`config.mk`:
```
export PLATFORM = sky130hd
export DESIGN_NAME = mem_arbiter
export DESIGN_NICKNAME = d
export VERILOG_FILES = /design/src/rtl/mem_arb_pkg.sv /design/src/rtl/mem_arb_rport.sv /design/src/rtl/mem_arbiter.sv
export SDC_FILE = /design/constraint.sdc
export NUM_CORES = 1
export LEC_CHECK = 0
export CORE_MARGIN = 4
export CORE_UTILIZATION = 25
export CTS_BUF_LIST = sky130_fd_sc_hd__clkbuf_2
export DETAILED_ROUTE_END_ITERATION = 10
export PLACE_DENSITY_LB_ADDON = 0.05
export RECOVER_POWER = 50
export SLEW_MARGIN = 20
export SYNTH_ARGS = -nofsm -noshare
export SYNTH_HDL_FRONTEND = slang
export SYNTH_SLANG_ARGS = --single-unit
```
`constraint.sdc`:
```
create_clock -name clk -period 2.7 [get_ports clk]
set_input_delay 0.81 -clock clk [delete_from_list [all_inputs] [get_ports clk]]
set_output_delay 0.81 -clock clk [all_outputs]
set_load 0.01 [all_outputs]
```
`src/rtl/mem_arb_pkg.sv`:
```
// Shared definitions for the two-port memory arbiter: default sizes and the
// ownership state encoding.
package mem_arb_pkg;

    localparam int S  = 32;
    localparam int L  = 256;
    localparam int AW = $clog2(L);

    typedef enum logic [1:0] {
        IDLE = 2'd0,
        OWN0 = 2'd1,
        OWN1 = 2'd2
    } state_t;

endpackage

```
`src/rtl/mem_arb_rport.sv`:
```
// Per-port read return register: captures the memory word on a granted read
// and presents it with a one-cycle valid pulse.
module mem_arb_rport
    import mem_arb_pkg::*;
#(
    parameter int DW = mem_arb_pkg::S
) (
    input  logic          clk,
    input  logic          rst_n,
    input  logic          capture,
    input  logic [DW-1:0] din,
    output logic [DW-1:0] rdata,
    output logic          rvalid
);

    // rdata is only overwritten by a new read, so it holds between reads
    always_ff @(posedge clk) begin
        if (!rst_n) begin
            rdata  <= '0;
            rvalid <= 1'b0;
        end else begin
            rvalid <= capture;
            if (capture) begin
                rdata <= din;
            end
        end
    end

endmodule

```
`src/rtl/mem_arbiter.sv`:
```
// Two-port single-memory arbiter with round-robin tie breaking and a lock
// mechanism that lets one port keep exclusive ownership across accesses.
module mem_arbiter #(
    parameter int S  = mem_arb_pkg::S,
    parameter int L  = mem_arb_pkg::L,
    parameter int AW = $clog2(L)
) (
    input  logic          clk,
    input  logic          rst_n,

    input  logic          req0,
    input  logic          we0,
    input  logic          lock0,
    input  logic [AW-1:0] addr0,
    input  logic [S-1:0]  wdata0,
    output logic          gnt0,
    output logic [S-1:0]  rdata0,
    output logic          rvalid0,

    input  logic          req1,
    input  logic          we1,
    input  logic          lock1,
    input  logic [AW-1:0] addr1,
    input  logic [S-1:0]  wdata1,
    output logic          gnt1,
    output logic [S-1:0]  rdata1,
    output logic          rvalid1,

    output logic [AW-1:0] mem_a,
    output logic [S-1:0]  mem_din,
    input  logic [S-1:0]  mem_dout,
    output logic          mem_mread,
    output logic          mem_mwrite
);

    import mem_arb_pkg::*;

    state_t state;
    state_t nextState;
    logic   lastGnt;

    // Grants are suppressed entirely while in reset so nothing reaches memory
    always_comb begin
        gnt0      = 1'b0;
        gnt1      = 1'b0;
        nextState = state;
        if (rst_n) begin
            unique case (state)
                IDLE: begin
                    if (req0 && req1) begin
                        gnt0 = lastGnt;
                        gnt1 = ~lastGnt;
                    end else begin
                        gnt0 = req0;
                        gnt1 = req1;
                    end
                end
                OWN0:    gnt0 = req0;
                OWN1:    gnt1 = req1;
                default: ;
            endcase
            if (gnt0) begin
                nextState = lock0 ? OWN0 : IDLE;
            end else if (gnt1) begin
                nextState = lock1 ? OWN1 : IDLE;
            end
        end
    end

    always_comb begin
        mem_a      = '0;
        mem_din    = '0;
        mem_mwrite = 1'b0;
        mem_mread  = 1'b0;
        if (gnt0) begin
            mem_a      = addr0;
            mem_din    = wdata0;
            mem_mwrite = we0;
            mem_mread  = ~we0;
        end else if (gnt1) begin
            mem_a      = addr1;
            mem_din    = wdata1;
            mem_mwrite = we1;
            mem_mread  = ~we1;
        end
    end

    // lastGnt = 1 means port 1 was served last, so port 0 wins the next tie
    always_ff @(posedge clk) begin
        if (!rst_n) begin
            state   <= IDLE;
            lastGnt <= 1'b1;
        end else begin
            state <= nextState;
            if (gnt0) begin
                lastGnt <= 1'b0;
            end else if (gnt1) begin
                lastGnt <= 1'b1;
            end
        end
    end

    mem_arb_rport #(.DW(S)) u_rport0 (
        .clk     (clk),
        .rst_n   (rst_n),
        .capture (gnt0 & ~we0),
        .din     (mem_dout),
        .rdata   (rdata0),
        .rvalid  (rvalid0)
    );

    mem_arb_rport #(.DW(S)) u_rport1 (
        .clk     (clk),
        .rst_n   (rst_n),
        .capture (gnt1 & ~we1),
        .din     (mem_dout),
        .rdata   (rdata1),
        .rvalid  (rvalid1)
    );

endmodule

```
# Word level (Yosys, flattened, before mapping)
# Index checks and enable logic that the tools add are counted.
[word_totals] ff_bits=69 input_bits=120 out_inout_bits=110 word_cells=39
[classes] eq_ne=2 muxes=22 bitwise_logic=5 reduce_logical=4
[ops] op="$mux 32" count=2
[ops] op="$mux 8" count=2
[ops] op="$mux 1" count=13
[ops] op="$mux 2" count=3
[ops] op="$pmux 1 s2" count=2
[ops] op="$reduce_bool 2->1" count=2
[ops] op="$not 1->1" count=3
[ops] op="$and 1x1->1" count=2
[ops] op="$eq 2x1->1 const B" count=1
[ops] op="$eq 2x2->1 const B" count=1
[ops] op="$logic_not 2->1" count=1
[ops] op="$logic_and 1x1->1" count=1

# Longest topological paths before layout
[logic_depth] ltp_word=7 mapped_depth=7 depth_no_buf=3

# Hierarchy
# From an unflattened synthesis, not the netlist that was laid out.
[hier_totals] cells_unflattened=284 area_unflattened_um2=3159.3
[modules_own_cells] mod="mem_arb_rport" instances=2 cells_per_inst=105 area_per_inst_um2=1270.0 seq_area_each_um2=660.6
[modules_own_cells] mod="mem_arbiter" instances=1 cells_per_inst=74 area_per_inst_um2=619.3 seq_area_each_um2=60.1

# Least setup slack after synthesis
# Ideal clock, no wire load.
[synth_path] path_kind="input-to-output" startpoint="input port req1" endpoint="output port mem_a[0]" t_arrival_ns=1.993 required_time_ns=1.890 slack_ns=-0.103 stages=6 n_path_buf=3 path_cell_list="or3b_1 buf_2 and4b_1 buf_6 buf_6 a22o_1"
[synth_lines] item="from (decl)" line_no="mem_arbiter.sv:20" text="input logic req1,"
[synth_lines] item="$logic_and 1x1->1" line_no="mem_arbiter.sv:50" text="if (req0 && req1) begin"
[synth_lines] item="$mux 1" line_no="mem_arbiter.sv:50"
[synth_lines] item="$pmux 1 s2" line_no="mem_arbiter.sv:48" text="unique case (state)"
[synth_lines] item="$mux 1 (2 in series)" line_no="mem_arbiter.sv:47" text="if (rst_n) begin"
[synth_lines] item="named net gnt0" line_no="mem_arbiter.sv:16" text="output logic gnt0,"
[synth_lines] item="$mux 8" line_no="mem_arbiter.sv:75" text="if (gnt0) begin"
[synth_lines] item="to (decl)" line_no="mem_arbiter.sv:29" text="output logic [AW-1:0] mem_a,"
# The timed path passes the listed nets, and every way through them passes these cells. The select of a mux whose other input is x is not followed.

# Worst setup path in the final report
[layout_path] startpoint="input port req1" endpoint="output port mem_din[20]"
[layout_between] elab_chain_cells=7
[layout_rtl] item="$logic_and 1x1->1" line_no="mem_arbiter.sv:50"
[layout_rtl] item="$mux 1" line_no="mem_arbiter.sv:50"
[layout_rtl] item="$pmux 1 s2" line_no="mem_arbiter.sv:48"
[layout_rtl] item="$mux 1 (2 in series)" line_no="mem_arbiter.sv:47"
[layout_rtl] item="$mux 32" line_no="mem_arbiter.sv:80" text="end else if (gnt1) begin"
[layout_rtl] item="$mux 32 *" line_no="mem_arbiter.sv:75"
[layout_rtl] item="to (decl)" line_no="mem_arbiter.sv:30" text="output logic [S-1:0] mem_din,"
# Every way passes the cells marked *; elsewhere a longest branch is shown, timed or not. The select of a mux whose other input is x is not followed.

==> results.toml <==
[outcome]
status = "finished, violations left"
violations = "setup timing"

[run]
max-cap-violations = 0

[sta]
fmax_mhz = 334
final-setup-viol-count = 44
drv_slew = 0
rsz0062_at_grt = "true"
period_share_pct = 111
finalHoldViolCount = 0
fin_setup_tns_ps = -9540
finalClockSkew_ps = 43.4
period_minus_slack_ps = 2990
fin_ws_ps = -292
max_slew_margin_pct = 59.2
worst_pin_slew_ps = 612

[logic_synthesis]
synth_compound_area_share_pct = 17.9
netlist_area_um2 = 3030
yosys-mux-area-fraction_pct = 10.6
synthXorXnorAreaFrac_pct = 0
ys_ff_latch = 69
synth_seq_area_share_pct = 45.6
syn_inst = 352
yosysWarningCount = 0
synth_cell_type_count = 23
synth_top_family_by_area = "compound AO/OA/AOI/OAI gates"
synth_nets = 472
synth_fa_ha_area_share_pct = 0
synth.avg_cell_area_um2 = 8.61
synth_simple_gate_area_share_pct = 16.1

[power]
vdd_ir_drop_max_uv = 311
p_leak_nw = 2.59
power.density_nw_per_um2 = 422
power_mw = 2.39

[min_path]
whs_endpoint = "u_rport0.rdata[29]$_SDFFE_PN0P_"
holdCritStartpoint = "u_rport0.rdata[29]$_SDFFE_PN0P_"
hold_depth = 2
hp-class = "reg2reg"

[grt]
antenna_found_initial = 0
grt-ovfl-total = 0
grt_usage_pct = 17.8
grt_pass1_vias = 3367
grt_max_degree = 39
grt_pass1_wl_um = 19700

[place]
gp_congestion = 0.800
hpwl_um = 8830
dpl_worst_slack_ps = -910
io_buffers = 229
place_area_um2 = 5460

[floorplanning]
rows = 39
ios = 230
core-area_um2 = 11700
die_h_um = 118
initial_core_util_pct = 26.0
die_x_um = 118
dieArea_um2 = 13900

[cells_and_area]
regArea_um2 = 1380
diodes = 0
fin_nets = 706
design_area_um2 = 5660
area_delta_synth_final_pct = 86.6
post-route-util_pct = 48.5
drive_gt1_share_pct = 15.9
num-fill-cells = 1130
multi_input_area_um2 = 1380

[detailed_routing]
num_vias = 3363
routed_wirelength_um = 12800
vias_per_cell = 4.59
wl_per_cell_um = 17.5
drc_errors = 0
drt_iter0_markers = 89
first_pass_iters = 4
postRouteAntennaNets = 0

[clock_tree]
root_buffer = "clkbuf_2"
clk_latency_ps = 500
cts_buffer_depth = 2
clk_pin_slew_ps = 160
h-tree-depth = 3
cts_tree = "built"
cts_buffers = 9
clock-sinks = 69

[critical_path]
critPathTopFamily = "simple AND/OR/NAND/NOR gates"
cp_num_buf_inv = 5
critical_path_class = "in2out"
critPathRequiredTime_ps = 1890
slowest_stage = "or3b_4"
reg2reg_from = "lastGnt$_SDFFE_PN1P_"
cpPeakStageDelay_ps = 360
crit_path_start = "req1"
arrival_ps = 2180
critPathCaptureType = "output port"
cp_cell_sequence = "buf_6 > or3b_4 > and4b_4 > buf_12 > buf_16 > buf_6 > a22o_1 > buf_2"
r2r_end = "u_rport0.rdata[21]$_SDFFE_PN0P_"
critPathMostFrequentCell = "buf_6"
ff2ff_setup_slack_ps = 1020
cp-start-kind = "input port"
worstRegToRegCells = 6
path_max_fanout = 6
per-layer routing:
layer	vias to the layer above	track usage, %	share of wire, %
met1	1540	20.3	39
li1	1664	-	-
met5	-	0	0
met4	0	4.47	1.2
met2	149	31.6	51
met3	10	6.30	8.4
kinds of logic after synthesis:
| logic type | count (synthesis) |
|---|---|
| buffers and inverters | 66 |
| AND/OR/NAND/NOR | 109 |
| AO/OA/AOI/OAI | 76 |
| flip-flops | 69 |
| multiplexers | 32 |
cell usage in the layout (no fill, tap or decap), drive strengths merged:
cell / instances
a22o: 41
a32o: 1
and2: 1
and3: 1
and4b: 1
buf: 68
bufbuf: 2
bufinv: 1
clkbuf: 14
clkdlybuf4s50: 182
clkinv: 2
dfxtp: 69
dlygate4sd2: 2
inv: 33
mux2i: 32
nand2: 67
nand2b: 2
nand3: 32
nand3b: 1
nor2b: 1
nor4bb: 2
o21ai: 33
o2bb2ai: 1
or3b: 1
per-stage QoR:
| stage | hold slack, ps | std cells |
|---|---|---|
| 2_1_floorplan | 467 | 352 |
| 3_3_place_gp | 435 | 704 |
| 3_5_place_dp | 439 | 704 |
| 4_1_cts | 461 | 730 |
| 5_1_grt | 483 | 733 |
| 6_report | 456 | 733 |
registers in the layout, summed over array words and instances, names as in the netlist:
register	flops
u_rport0.rdata	32
lastGnt	1
u_rport1.rvalid	1
u_rport1.rdata	32
u_rport0.rvalid	1
state	2
worst max path at each step:
stage                        endpoint  cells after the start  slack (ps)
after floorplan              mem_a[0]                      6         -60
after global placement       mem_a[5]                      6        -910
after CTS                 mem_din[20]                      7        -370
after global routing      mem_din[20]                      7        -380
final                     mem_din[20]                      8        -290
after detailed placement     mem_a[5]                      6        -910
worst reg2reg max path: cells and delay by family (launching register included):
kind / cells / cell delay [ps]
flops: 1 / 350
simple gates: 2 / 540
buf+inv: 3 / 550
compound gates: 1 / 200
final cells by class:
class                           instances  area share, %
Inverter                               33           2.19
Sequential cell                        69           24.5
Tap cell                              143           3.16
Timing Repair Buffer                  256           43.9
Multi-Input combinational cell        217           24.3
Clock buffer                           12           1.06
Clock inverter                          3          0.841
what timing repair did:
item	in CTS	in global routing
hold buffers	0	0
gates cloned	6	1
endpoints found under the setup margin	44	44
pin swaps	8	6
setup buffers	5	4
resized for setup	201	3
Yosys cell counts:
cell / number / share of area, %
buf_1: 1 / 0.12
a32o_1: 1 / 0.33
buf_6: 5 / 1.9
clkbuf_1: 18 / 2.2
mux2i_1: 32 / 11
o21ai_0: 1 / 0.16
nand2_1: 67 / 8.3
o21ai_1: 32 / 5.3
or3b_1: 1 / 0.29
nand2b_1: 2 / 0.41
nor4bb_1: 2 / 0.66
and2_1: 1 / 0.21
o2bb2ai_1: 1 / 0.29
inv_2: 1 / 0.12
and3_1: 1 / 0.21
a22o_1: 41 / 12
dfxtp_1: 69 / 46
nand3_1: 32 / 5.3
buf_2: 9 / 1.5
nand3b_1: 1 / 0.25
inv_1: 32 / 4.0
nor2b_1: 1 / 0.21
and4b_1: 1 / 0.33
report_power, final:
group / internal (mW) / switching (mW)
combinational: 0.412 / 0.267
sequential: 1.08 / 0.0275
clock: 0.225 / 0.381
total: 1.71 / 0.676
Power figures use the tool's default switching activity.
